<file path="config.mk">
export PLATFORM = sky130hd
export DESIGN_NAME = mem_port_arbiter
export DESIGN_NICKNAME = d
export VERILOG_FILES = /design/src/rtl/mem_port_arbiter.sv
export SDC_FILE = /design/constraint.sdc
export NUM_CORES = 1
export LEC_CHECK = 0
export CAP_MARGIN = 30
export CELL_PAD_IN_SITES_DETAIL_PLACEMENT = 1
export CELL_PAD_IN_SITES_GLOBAL_PLACEMENT = 2
export CORE_ASPECT_RATIO = 1.25
export CORE_MARGIN = 8
export CORE_UTILIZATION = 17
export CTS_CLUSTER_DIAMETER = 120
export DETAILED_ROUTE_END_ITERATION = 8
export PLACE_DENSITY = 0.81
export SLEW_MARGIN = 15
export SYNTH_ARGS = -nofsm -noshare
export SYNTH_HDL_FRONTEND = slang
export SYNTH_SLANG_ARGS = --single-unit
</file>
<file path="constraint.sdc">
create_clock -name clk -period 1.94 [get_ports clk]
set_clock_uncertainty 0.15 [all_clocks]
set_input_delay 0.582 -clock clk [delete_from_list [all_inputs] [get_ports clk]]
set_output_delay 0.582 -clock clk [all_outputs]
set_load 0.1 [all_outputs]
</file>
<file path="src/rtl/mem_port_arbiter.sv">
// ============================================================================
// mem_port_arbiter: round-robin sharing of one synchronous single-port RAM
// between the instruction-fetch port and the load/store port.
// Revision 1.0 - initial release
// ============================================================================
`default_nettype none

module mem_port_arbiter #(
  parameter int ADDR_W = 32,
  parameter int DATA_W = 32,
  parameter int RD_LAT = 1
) (
  input  logic              clk,
  input  logic              rst,
  input  logic              if_req,
  input  logic [ADDR_W-1:0] if_addr,
  output logic              if_gnt,
  output logic              if_rvalid,
  output logic [DATA_W-1:0] if_rdata,
  input  logic              dm_req,
  input  logic              dm_we,
  input  logic [ADDR_W-1:0] dm_addr,
  input  logic [DATA_W-1:0] dm_wdata,
  input  logic [3:0]        dm_wr_mask,
  output logic              dm_gnt,
  output logic              dm_rvalid,
  output logic [DATA_W-1:0] dm_rdata,
  output logic              mem_en,
  output logic              mem_we,
  output logic [ADDR_W-1:0] mem_addr,
  output logic [DATA_W-1:0] mem_wdata,
  output logic [3:0]        mem_wmask,
  input  logic [DATA_W-1:0] mem_rdata
);

  localparam int   CNT_W  = 4;
  localparam logic WIN_IF = 1'b0;
  localparam logic WIN_DM = 1'b1;

  typedef enum logic [0:0] {
    ST_IDLE = 1'b0,
    ST_BUSY = 1'b1
  } state_t;

  state_t              state_q,     state_d;
  logic [CNT_W-1:0]    lat_cnt_q,   lat_cnt_d;
  logic                last_win_q,  last_win_d;
  logic                owner_q,     owner_d;
  logic                if_rvalid_q, if_rvalid_d;
  logic                dm_rvalid_q, dm_rvalid_d;
  logic [DATA_W-1:0]   if_rdata_q,  if_rdata_d;
  logic [DATA_W-1:0]   dm_rdata_q,  dm_rdata_d;
  logic                win_dm;

  always_ff @(posedge clk or negedge rst) begin
    if (!rst) begin
      state_q     <= ST_IDLE;
      lat_cnt_q   <= '0;
      last_win_q  <= WIN_IF;
      owner_q     <= WIN_IF;
      if_rvalid_q <= 1'b0;
      dm_rvalid_q <= 1'b0;
      if_rdata_q  <= '0;
      dm_rdata_q  <= '0;
    end else begin
      state_q     <= state_d;
      lat_cnt_q   <= lat_cnt_d;
      last_win_q  <= last_win_d;
      owner_q     <= owner_d;
      if_rvalid_q <= if_rvalid_d;
      dm_rvalid_q <= dm_rvalid_d;
      if_rdata_q  <= if_rdata_d;
      dm_rdata_q  <= dm_rdata_d;
    end
  end

  always_comb begin
    state_d     = state_q;
    lat_cnt_d   = lat_cnt_q;
    last_win_d  = last_win_q;
    owner_d     = owner_q;
    if_rvalid_d = 1'b0;
    dm_rvalid_d = 1'b0;
    if_rdata_d  = if_rdata_q;
    dm_rdata_d  = dm_rdata_q;
    win_dm      = 1'b0;
    if_gnt      = 1'b0;
    dm_gnt      = 1'b0;
    mem_en      = 1'b0;
    mem_we      = 1'b0;
    mem_addr    = '0;
    mem_wdata   = '0;
    mem_wmask   = '0;

    case (state_q)
      ST_IDLE: begin
        // Grants are suppressed while reset is asserted so outputs are quiet at once.
        if (rst && (if_req || dm_req)) begin
          win_dm     = dm_req && (!if_req || (last_win_q == WIN_IF));
          last_win_d = win_dm;
          mem_en     = 1'b1;
          if (win_dm) begin
            dm_gnt   = 1'b1;
            mem_addr = dm_addr;
            if (dm_we) begin
              mem_we    = 1'b1;
              mem_wdata = dm_wdata;
              mem_wmask = dm_wr_mask;
            end
          end else begin
            if_gnt   = 1'b1;
            mem_addr = if_addr;
          end
          if (!(win_dm && dm_we)) begin
            state_d   = ST_BUSY;
            lat_cnt_d = CNT_W'(RD_LAT);
            owner_d   = win_dm;
          end
        end
      end
      ST_BUSY: begin
        lat_cnt_d = lat_cnt_q - CNT_W'(1);
        if (lat_cnt_q == CNT_W'(1)) begin
          state_d = ST_IDLE;
          if (owner_q == WIN_DM) begin
            dm_rdata_d  = mem_rdata;
            dm_rvalid_d = 1'b1;
          end else begin
            if_rdata_d  = mem_rdata;
            if_rvalid_d = 1'b1;
          end
        end
      end
      default: state_d = ST_IDLE;
    endcase
  end

  assign if_rvalid = if_rvalid_q;
  assign dm_rvalid = dm_rvalid_q;
  assign if_rdata  = if_rdata_q;
  assign dm_rdata  = dm_rdata_q;

endmodule

`default_nettype wire

</file>
==> impl_metrics.yaml, run 1 <==
worst_setup_path:
  arrival_ns: 1.83
  cp-start-kind: "register"
  critical_path.slowest_cell: "dfrtp_1"
  crit_path_frequent_cell: "buf_12"
  cpPeakStageDelay_ns: 0.39
  crit_path_end_kind: "output port"
  reg2reg_depth: 7
  path_max_fanout: 9
  path_cells: "and3b_2 > and3_4 > buf_12 > buf_16 > and2_4 > buf_12"
  cp_data_required_time_ns: 1.21
  reg2reg_setup_slack_ns: 0.03
  rr_startpoint: "state_q$_DFF_PN0_"
  critical_path_class: "register to output port"
  rr_endpoint: "if_rdata[11]$_DFFE_PN0P_"
power_and_ir_drop:
  leakage_uw: 0.004131
  p_per_area_nw_per_um2: 1852
  vdd_drop_max_mv: 1.796
yosys:
  synth_xor_area_share_pct: 0
  syn_area_sq_um: 3598
  synth_fp_nets: 402
  ys_ff_latch: 73
  synth-simple-area-share_pct: 10.81
  ys_seq_area_share_pct: 50.76
  synth.avg_cell_area_sq_um: 13.68
  synth_edf_count: 0
  synth-compound-area-share_pct: 9.562
  ys.flop_type: "dfrtp_1"
  yosysWarnings: 0
  synthCells: 263
  synth_top_family_by_area: "multiplexers"
  synth_mux_area_share_pct: 23.33
  synthAdderAreaFrac_pct: 0.6954
  yosysUniqueCellTypes: 35
  async_flop_share_pct: 100.0
placed_design:
  dp_cells: 813
  routabilityCongestion: 0.8991
  postPlaceCellArea_sq_um: 8523
  port_buffers: 274
  place_hpwl_um: 14550
floorplan:
  start_util_pct: 17.29
  die_h_um: 178.7
  die_w_um: 146.1
  ios: 275
  rows: 59
  coreArea_sq_um: 20820
  dieArea_sq_um: 26110
timing:
  hold_violations: 0
  min_period_ns: 2.566
  tightest_slew_ns: 0.4447
  setup_viol: 72
  slew_headroom_pct: 70.36
  fmax_mhz: 389.8
  drv_slew: 0
  tns_ns: -42.04
  rsz0062_at_grt: "true"
  post-route-period-util_pct: 132.3
  layout_setup_ws_ns: -0.6257
global_route:
  grt_max_degree: 75
  antenna_found_initial: 1
  grt_overflow_total: 0
  grt_pass1_wl_um: 28730
  grt_util_all_layers_pct: 14.44
  grt_pass1_vias: 4185
drt:
  drt-initial-drc-count: 62
  via_per_inst: 4.135
  wl_per_cell_um: 23.24
  dr.pass1.iters: 4
  drc: 0
  vias: 3548
  ant_nets: 0
  drt_wl_total_um: 19940
layout:
  fillers: 2038
  final_common_cell: "buf_12"
  drive_gt1_share_pct: 59.11
  mostFrequentLayoutCells: "buf_12 (148), clkdlybuf4s50_1 (132), dfrtp_1 (73)"
  fin_area_sq_um: 9482
  fin_nets: 717
  fin_util_pct: 45.55
  final_cells: 858
  area_delta_synth_final_pct: 163.5
clock_tree:
  cts_max_level: 3
  hold_buffers: 0
  cts_tree: "done"
  clk_latency_ns: 0.32
  cts_buffer_depth: 2
  clock-sinks: 73
  clock-root-buffer: "clkbuf_16"
  cts_buffers: 9
  path_clk_slew_ns: 0.06
status:
  status: "finished, violations left"
  violations: "negative setup slack"
job:
  drv_cap: 0
worst_hold_path:
  hp-class: "input port to async pin"
==> worst max-delay path, delay by kind of cell (launching register included) <==
family        cells  cell delay, ns
simple gates      3            0.68
buf+inv           3            0.44
flops             1            0.39
==> how the worst max path moves through the flow <==
stage	from	end	cells past startpoint
detailed placement	dm_req	mem_addr[31]	6
CTS	rst	mem_addr[1]	7
global route	state_q$_DFF_PN0_	mem_wdata[26]	6
global placement	dm_req	mem_addr[31]	6
finish	state_q$_DFF_PN0_	mem_wdata[26]	6
floorplan	dm_req	mem_addr[22]	5
==> stage by stage <==
step	hold WS, ns	setup slack, ns	total power, uW
2_1_floorplan	0.1364	-0.3705	10490
3_3_place_gp	0.3478	-0.8719	15120
3_5_place_dp	0.3609	-0.9629	15310
4_1_cts	0.1088	-0.6403	17590
5_1_grt	0.1152	-0.7057	18120
6_report	0.1222	-0.6257	17560
==> logic make-up (layout without fill, tap and decap cells) <==
kind of cell / count (synthesis) / after routing
other: 0 / 2
DFF: 73 / 73
AOI/OAI and AO/OA: 40 / 40
and+or+nand+nor: 60 / 60
adders and majority gates: 2 / 2
buffers and inverters: 23 / 342
muxes: 65 / 65
==> per-layer routing <==
metal	track usage (%)	share of wire [%]	vias to the layer above
met5	0	0	-
met4	3.785	1.4	0
met3	5.126	8.2	12
met2	26.47	53	192
met1	15.50	37	1771
li1	-	-	1573
==> where the power goes <==
group	internal, uW	total (uW)	switching (uW)
sequential	2300	3180	877
combinational	5020	12600	7570
clock	1150	1800	643
==> what timing repair did <==
| item | CTS | global route |
|---|---|---|
| buffers inserted | 13 | 4 |
| cloned | 9 | 6 |
| pin swaps | 13 | 8 |
| gates resized for setup | 37 | 8 |
| endpoints found under the setup margin | 95 | 113 |
==> final cells by class <==
cell class	instances	area, sq um	share of cell area, %
Inverter	4	15.01	0.1584
Clock inverter	5	78.83	0.8314
Multi-Input combinational cell	167	2047	21.59
Antenna cell	2	5.005	0.05278
Tap cell	274	342.8	3.616
Timing Repair Buffer	323	4927	51.97
Clock buffer	10	239.0	2.520
Sequential cell	73	1827	19.27
==> registers in the layout, indices dropped and copies added, names as in the netlist <==
register    count
dm_rvalid       1
last_win_q      1
dm_rdata       32
state_q         1
if_rdata       32
lat_cnt_q       4
owner_q         1
if_rvalid       1
==> synth_stat cells (2+ instances only) <==
library cell / instances / area (sq um)
ha_1: 2 / 25.02
mux2_2: 29 / 326.6
and2_1: 37 / 231.5
a22o_1: 32 / 280.3
buf_12: 3 / 60.06
nand3b_1: 5 / 37.54
buf_6: 2 / 22.52
buf_4: 4 / 30.03
nor2_1: 4 / 15.01
nand2_1: 3 / 11.26
dfrtp_1: 73 / 1827
clkbuf_1: 3 / 11.26
buf_2: 7 / 35.03
inv_1: 4 / 15.01
mux2_1: 6 / 67.56
o2111ai_1: 2 / 17.52
mux2_4: 29 / 435.4
Power figures use the tool's default switching activity.
==> run 2: changes to the inputs <==
- CORE_UTILIZATION: 17 -> 19
- GPL_ROUTABILITY_DRIVEN: default -> 1
- PLACE_DENSITY: 0.81 -> 0.86
- SETUP_SLACK_MARGIN: default -> 0.4
- clock period: 1.94 -> 2.8 ns (I/O delays scaled with it)
==> run 2 against run 1 <==
  * The flow still finishes with violations (negative setup slack)
  * Global-route usage grew 1.1 points
  * Non-clock buffer count down 5
  * Flip-flop and latch count is the same
  * Highest routed layer is now met5
  * Critical path depth unchanged
  * Critical endpoint is now mem_addr[2]
  * Via count decreased by 1.3%
  * Largest cell class unchanged
  * Power down 41%
  * Die area shrank 9.5%
==> impl_metrics.yaml, run 2 (synthesis results as in run 1) <==
status:
  status: "finished, violations left"
  violations: "negative setup slack"
timing:
  min_period_ns: 2.973
  layout_setup_ws_ns: -0.1729
  rsz0062_at_grt: "true"
  tns_ns: -9.363
  tightest_slew_ns: 0.8864
  slew_headroom_pct: 40.70
  hold_violations: 0
  drv_slew: 0
  setup_viol: 71
  post-route-period-util_pct: 106.2
  fmax_mhz: 336.4
worst_hold_path:
  min_path_cells: 1
  min-delay-start: "dm_rdata[14]$_DFFE_PN0P_"
  hp-class: "register to register"
layout:
  final_common_cell: "clkdlybuf4s50_1"
  area_delta_synth_final_pct: 133.8
  mostFrequentLayoutCells: "clkdlybuf4s50_1 (132), buf_4 (83), buf_12 (77)"
  fin_nets: 712
  drive_gt1_share_pct: 58.58
  fin_util_pct: 45.13
  fin_area_sq_um: 8412
worst_setup_path:
  critical_path.slowest_cell: "a22o_4"
  path_max_fanout: 8
  arrival_ns: 1.98
  crit_path_end_kind: "output port"
  critical_path_class: "input port to output port"
  reg2reg_setup_slack_ns: 0.59
  cp-start-kind: "input port"
  cpPeakStageDelay_ns: 0.27
  path_cells: "buf_12 > and3b_2 > and2_4 > buf_16 > a22o_4 > buf_12"
  reg2reg_depth: 5
  crit_start: "rst"
  rr_startpoint: "lat_cnt_q[1]$_DFFE_PN0P_"
  cp_data_required_time_ns: 1.81
  crit_path_frequent_cell: "buf_12"
global_route:
  grt_pass1_wl_um: 27850
  grt_util_all_layers_pct: 15.57
  grt_pass1_vias: 4131
  grt_max_degree: 39
  grt_overflow_total: 0
  antenna_found_initial: 3
power_and_ir_drop:
  vdd_drop_max_mv: 1.728
  power_uw: 10350
  p_per_area_nw_per_um2: 1230
  leakage_uw: 0.003733
clock_tree:
  cts_tree: "done"
  clock-sinks: 73
  hold_buffers: 0
  path_clk_slew_ns: 0.06
  cts_max_level: 3
  cts_buffers: 9
  clk_latency_ns: 0.33
  cts_buffer_depth: 2
  clock-root-buffer: "clkbuf_16"
drt:
  ant_nets: 0
  dr_wl_met2_um: 10190
  routed-wl-met3_um: 1787
  vias: 3502
  drt_wl_total_um: 19180
  maxUsedRoutingLayer: "met5"
  drt-initial-drc-count: 43
  drc: 0
  via_per_inst: 4.318
  wl_per_cell_um: 23.65
  dr.pass1.iters: 3
  drt-met1-wl_um: 6881
placed_design:
  dp_slack_ns: -0.5895
  port_buffers: 274
  routabilityCongestion: 0.8047
  postPlaceCellArea_sq_um: 7585
  place_hpwl_um: 13770
floorplan:
  dieArea_sq_um: 23630
  ios: 275
  die_h_um: 169.9
  rows: 56
  start_util_pct: 19.31
  die_w_um: 139.1
  coreArea_sq_um: 18640
job:
  drv_cap: 0
==> run 2: final cells by class <==
cell class | instances | area [sq um]
Inverter | 4 | 15.01
Antenna cell | 2 | 5.005
Fill cell | 1868 | 10230
Multi-Input combinational cell | 167 | 2016
Clock inverter | 5 | 56.30
Tap cell | 232 | 290.3
Timing Repair Buffer | 318 | 3964
Clock buffer | 10 | 239.0
Sequential cell | 73 | 1827
==> run 2: final timing paths <==
path                                            end
min reg2reg                dm_rdata[14]$_DFFE_PN0P_
max reg2reg                dm_rdata[30]$_DFFE_PN0P_
min in group asynchronous    last_win_q$_DFFE_PN0P_
max                                     mem_addr[2]
max in group asynchronous  lat_cnt_q[2]$_DFFE_PN0P_
min                        dm_rdata[14]$_DFFE_PN0P_
==> run 2: report_power, final <==
group | leakage [uW] | total [uW] | switching, uW | internal, uW
clock | 0.000144 | 1150 | 443 | 707
combinational | 0.00273 | 7260 | 5170 | 2090
sequential | 0.000858 | 1940 | 347 | 1590
total | 0.00373 | 10300 | 5960 | 4390
==> run 2: repair_timing <==
action                                  CTS  global route
setup buffers                            11             3
endpoints found under the setup margin   72            72
hold endpoints to repair                  0             0
pin swaps                                14             9
gates resized for setup                  46             2
cloned                                   10             2
==> run 2: worst max-delay path, delay by kind of cell <==
family                 cells  cell delay (ns)
and+or+nand+nor            2             0.42
AOI/OAI and AO/OA          1             0.27
buffers and inverters      3             0.44
==> run 2: routing by layer <==
layer | vias up | GRT usage, %
met1 | 1716 | 15.74
li1 | 1567 | -
met2 | 197 | 29.04
met4 | 2 | 4.400
met3 | 20 | 6.308
met5 | - | 0
==> run 2: per-stage QoR <==
| stage | cells | hold WS [ns] |
|---|---|---|
| global route | 811 | 0.3732 |
| detailed placement | 768 | 0.3419 |
| finish | 811 | 0.3570 |
| floorplan | 263 | 0.3287 |
| global placement | 768 | 0.3286 |
| CTS | 804 | 0.3177 |
